<file path="src/rtl/cpu_types_pkg.sv">
// Shared CPU types: word, RAM status and the RAM-port arbiter state.
package cpu_types_pkg;

   typedef logic [31:0] word_t;

   typedef enum logic [1:0] {FREE, BUSY, ACCESS, ERROR} ramstate_t;

   typedef enum logic [1:0] {IDLE, IGRANT, DGRANT} arb_state_t;

endpackage

</file>
<file path="src/rtl/memory_arbiter.sv">
// Registered arbiter sharing the single RAM port between instruction fetch and
// data access; data has priority, a saturating counter bounds fetch starvation.
module memory_arbiter
   import cpu_types_pkg::*;
#(
   parameter int STARVE_MAX = 4
) (
   input  logic      CLK,
   input  logic      RST,
   input  logic      iREN,
   input  word_t     iaddr,
   output logic      iwait,
   output word_t     iload,
   input  logic      dREN,
   input  logic      dWEN,
   input  word_t     daddr,
   input  word_t     dstore,
   output logic      dwait,
   output word_t     dload,
   output logic      ramREN,
   output logic      ramWEN,
   output word_t     ramaddr,
   output word_t     ramstore,
   input  word_t     ramload,
   input  ramstate_t ramstate
);

   localparam logic [3:0] SMAX = 4'(STARVE_MAX);

   arb_state_t state_q, state_d;
   logic [3:0] starve_q, starve_d;
   logic       dreq, force_i;

   assign dreq    = dREN | dWEN;
   assign force_i = (starve_q == SMAX) && iREN;
   assign iload   = ramload;
   assign dload   = ramload;

   always_ff @(posedge CLK or posedge RST) begin
      if (RST) begin
         state_q  <= IDLE;
         starve_q <= 4'd0;
      end else begin
         state_q  <= state_d;
         starve_q <= starve_d;
      end
   end

   always_comb begin
      state_d  = state_q;
      starve_d = starve_q;
      iwait    = 1'b1;
      dwait    = 1'b1;
      ramREN   = 1'b0;
      ramWEN   = 1'b0;
      ramaddr  = '0;
      ramstore = '0;
      unique case (state_q)
         IDLE: begin
            if (dreq && !force_i)
               state_d = DGRANT;
            else if (iREN)
               state_d = IGRANT;
            if (!iREN)
               starve_d = 4'd0;
         end
         DGRANT: begin
            ramaddr  = daddr;
            ramstore = dstore;
            ramWEN   = dWEN;
            ramREN   = dREN & ~dWEN;
            // A withdrawn request abandons the grant without releasing dwait.
            if (!dreq) begin
               state_d = IDLE;
            end else if (ramstate == ACCESS) begin
               dwait   = 1'b0;
               state_d = IDLE;
               if (iREN && starve_q < SMAX)
                  starve_d = starve_q + 4'd1;
            end
         end
         IGRANT: begin
            ramaddr = iaddr;
            ramREN  = 1'b1;
            if (!iREN) begin
               state_d = IDLE;
            end else if (ramstate == ACCESS) begin
               iwait    = 1'b0;
               state_d  = IDLE;
               starve_d = 4'd0;
            end
         end
         default: state_d = IDLE;
      endcase
   end

endmodule

</file>
<file path="config.mk">
export PLATFORM = sky130hd
export DESIGN_NAME = memory_arbiter
export DESIGN_NICKNAME = d
export VERILOG_FILES = /design/src/rtl/cpu_types_pkg.sv /design/src/rtl/memory_arbiter.sv
export SDC_FILE = /design/constraint.sdc
export NUM_CORES = 1
export LEC_CHECK = 0
export ABC_AREA = 0
export ABC_CLOCK_PERIOD_IN_PS = 3340
export CORE_AREA = 2 2 105 107
export CTS_CLUSTER_DIAMETER = 100
export DETAILED_ROUTE_END_ITERATION = 8
export DIE_AREA = 0 0 107 109
export MAX_ROUTING_LAYER = met4
export PLACE_DENSITY = 0.58
export SYNTH_ARGS = -nofsm -noshare
export SYNTH_HDL_FRONTEND = slang
export SYNTH_SLANG_ARGS = --single-unit
</file>
<file path="constraint.sdc">
create_clock -name CLK -period 3.34 [get_ports CLK]
set_input_delay 0.835 -clock CLK [delete_from_list [all_inputs] [get_ports CLK]]
set_output_delay 0.835 -clock CLK [all_outputs]
set_load 0.1 [all_outputs]
</file>
==> summary.txt <==
Power and ir drop
  – Total leakage power: approximately 0.0014 uW
  – Cell Pwr Density: about 1100 nW/um2
  – Peak supply drop: 394 uV
  – Tot Pwr: ~4000 uW

Final layout
  – Share of cells above drive strength 1: 0.245
  – Final #Nets: 473
  – Commonest non-fill, non-tap cell in the layout: clkdlybuf4s50_1
  – Design Area, Final: around 3800 um2
  – P&R area growth vs syn: 123%
  – Post-Layout Cell Count: 470
  – Number of diodes: 0
  – Commonest non-fill, non-tap cells in the layout: 102 x clkdlybuf4s50_1, 69 x buf_12, 34 x nor2b_1
  – Post-layout util: 0.356

Synthesis
  – Synth Area in Adders: 0.0442
  – Yosys warning total: 0
  – Distinct cell type count after synthesis: 31
  – Top cell type's share of synthesized area: 0.288
  – Synth Register Bits: 6
  – Xor/xnor share of the synthesized area: 0
  – Synth Area in Compound Gates: 0.209
  – Top cells by area, synth: buf_4 29%, a22oi_1 14%, nor2b_1 13%
  – Largest family of logic cells by synthesized area: buffers and inverters
  – Multiplexer share of the synthesized area: 0
  – Post-Syn Nets: 374
  – Synth Area per Inst: ~7.3 um2
  – Most area-hungry cell type in the Yosys netlist: buf_4
  – Synthesized area: around 1700 um2
  – Simple-gate area share of the yosys netlist: 0.314
  – Seq/Total Area, Yosys: 0.0885
  – Cells after synthesis: ~230

CTS
  – Post-CTS Setup Inserts: 0
  – H-tree depth: 1
  – CTS buffer count: 3
  – PostCTS Resize Cnt: 0
  – Clock transition at path regs: 0.03 ns
  – CTS Sinks: 6
  – Clk buf depth: 2
  – # hold bufs at CTS: 0
  – Worst-skew pair later-pin latency: 0.22 ns
  – CTS root buffer: clkbuf_8
  – CTS tree: yes

Placed design
  – Inst Count DP: 467
  – Input/output buffers: between 150 and 200
  – Area after DPL: 3730 um2
  – GPL Wtd Cong: ~0.79
  – Final HPWL DP: approximately 5200 um

STA
  – Max_slew headroom: 0.629
  – Unrepaired setup endpoints after global routing: no
  – Clock skew: roughly 0.00045 ns
  – Final setup violation count: 0
  – Slew @ Worst Pin: between 0.5 and 0.6 ns
  – Tmin final: roughly 3 ns
  – Fin crit share: 0.884
  – Final Max Tran Viols: 0
  – Max Fclk: 0.339 GHz
  – Setup TNS: 0 ns
  – Final Hold Vio Count: 0

Route
  – Initial DRC Count: between 70 and 80
  – First-pass iteration count of the detailed router: 4
  – WL per Instance: 13.4 um
  – Routed vias/inst: 3.93
  – Final wirelength: approximately 6300 um
  – Vias post-DR: roughly 1,800
  – DRC viols: 0
  – DRT antenna net count: 0

Worst setup path
  – Crit. End Element: output pin
  – Arr. time, crit path: ~2.1 ns
  – CP max FO: 50
  – Critical path class: flop to output pin
  – CP Launch Type: flop
  – Critical Path RT: 2.50 ns
  – R2r worst-path depth: 7

Global routing
  – Grt ovf: 0
  – Vias in the first global route: around 1,900
  – Largest net degree at the start of global routing: slightly above 50
  – Initial antenna violation count: 0
  – Total track usage: 0.103
  – First-pass GRT wire length: 9530 um

Floorplan
  – Initial core utilization: 0.160
  – Die width: approximately 110 um
  – I/O pin count: ~270
  – Die Y: about 110 um
  – FP Rows: 38
  – Total core area: about 11,000 um2
  – Area of the die: about 12,000 um2

Status
  – Status: finished clean

Min path
  – HP Class: flop to flop
  – Hold depth: 1

Job
  – Max-cap violations: 0
==> logic make-up (layout without fill, tap and decap cells) <==
family | count (synthesis) | after routing
flip-flops | 6 | 6
buffers and inverters | 86 | 183
AND/OR/NAND/NOR | 86 | 86
AO/OA/AOI/OAI | 49 | 49
adder cells (fa/ha/maj) | 6 | 6
==> flip-flops by register name, indices dropped and copies added (netlist names) <==
name      flops
state_q       2
starve_q      4
==> worst paths after layout <==
kind | from | slack [ns] | endpoint
min | starve_q[0] | 0.50 | starve_q[0]
max in group asynchronous | RST | 2.31 | starve_q[2]
max | state_q[0] | 0.39 | ramaddr[10]
min in group asynchronous | RST | 0.84 | starve_q[3]
max reg2reg | state_q[0] | 1.39 | starve_q[1]
min reg2reg | starve_q[0] | 0.50 | starve_q[0]
==> critical path, cell delays in order (launching register included) <==
cell	delay, ns
dfrtp_1	0.40
inv_1	0.10
ha_2	0.54
buf_12	0.27
a22oi_1	0.09
nor2b_1	0.24
buf_12	0.21
==> routing by layer <==
metal | share of wire | wire length, um | GRT usage | vias up
li1 | - | - | - | 908
met1 | 0.35 | 2200 | 0.111 | 839
met2 | 0.54 | 3400 | 0.188 | 87
met3 | 0.091 | 571 | 0.0257 | 15
met4 | 0.018 | 113 | 0.0297 | 0
met5 | 0 | 0 | - | -
==> power by group <==
part / internal, uW / switching [uW]
logic: 1340 / 2460
clock network: 77.4 / 30.7
registers: 91.4 / 19.0
==> through the flow <==
stage	hold slack, ns	setup slack, ns
after floorplan	0.468	0.114
after global placement	0.498	0.541
after detailed placement	0.503	0.522
after CTS	0.508	0.318
after global routing	0.520	0.191
final	0.503	0.387
==> Yosys cell counts (all sizes together) <==
cell type,count
o21ai,8
ha,6
o31a,1
nand2,5
a31oi,1
o21a,1
dfrtp,6
and2,34
a21oi,2
nor3,1
nand2b,1
o21ba,1
and3b,1
buf,73
o211ai,1
nand3,1
inv,7
nor2b,34
nor2,5
o311ai,1
a211oi,1
nor4b,2
nand4,2
clkbuf,6
a22oi,32
==> layout make-up <==
type / count / area [um2]
fill: 1058 / 6830
clock buffer: 3 / 41.3
sequential: 6 / 150
timing repair buffer: 173 / 2420
inverter: 7 / 26.3
tap: 140 / 175
multi-input combinational: 141 / 966
Power figures use the tool's default switching activity.
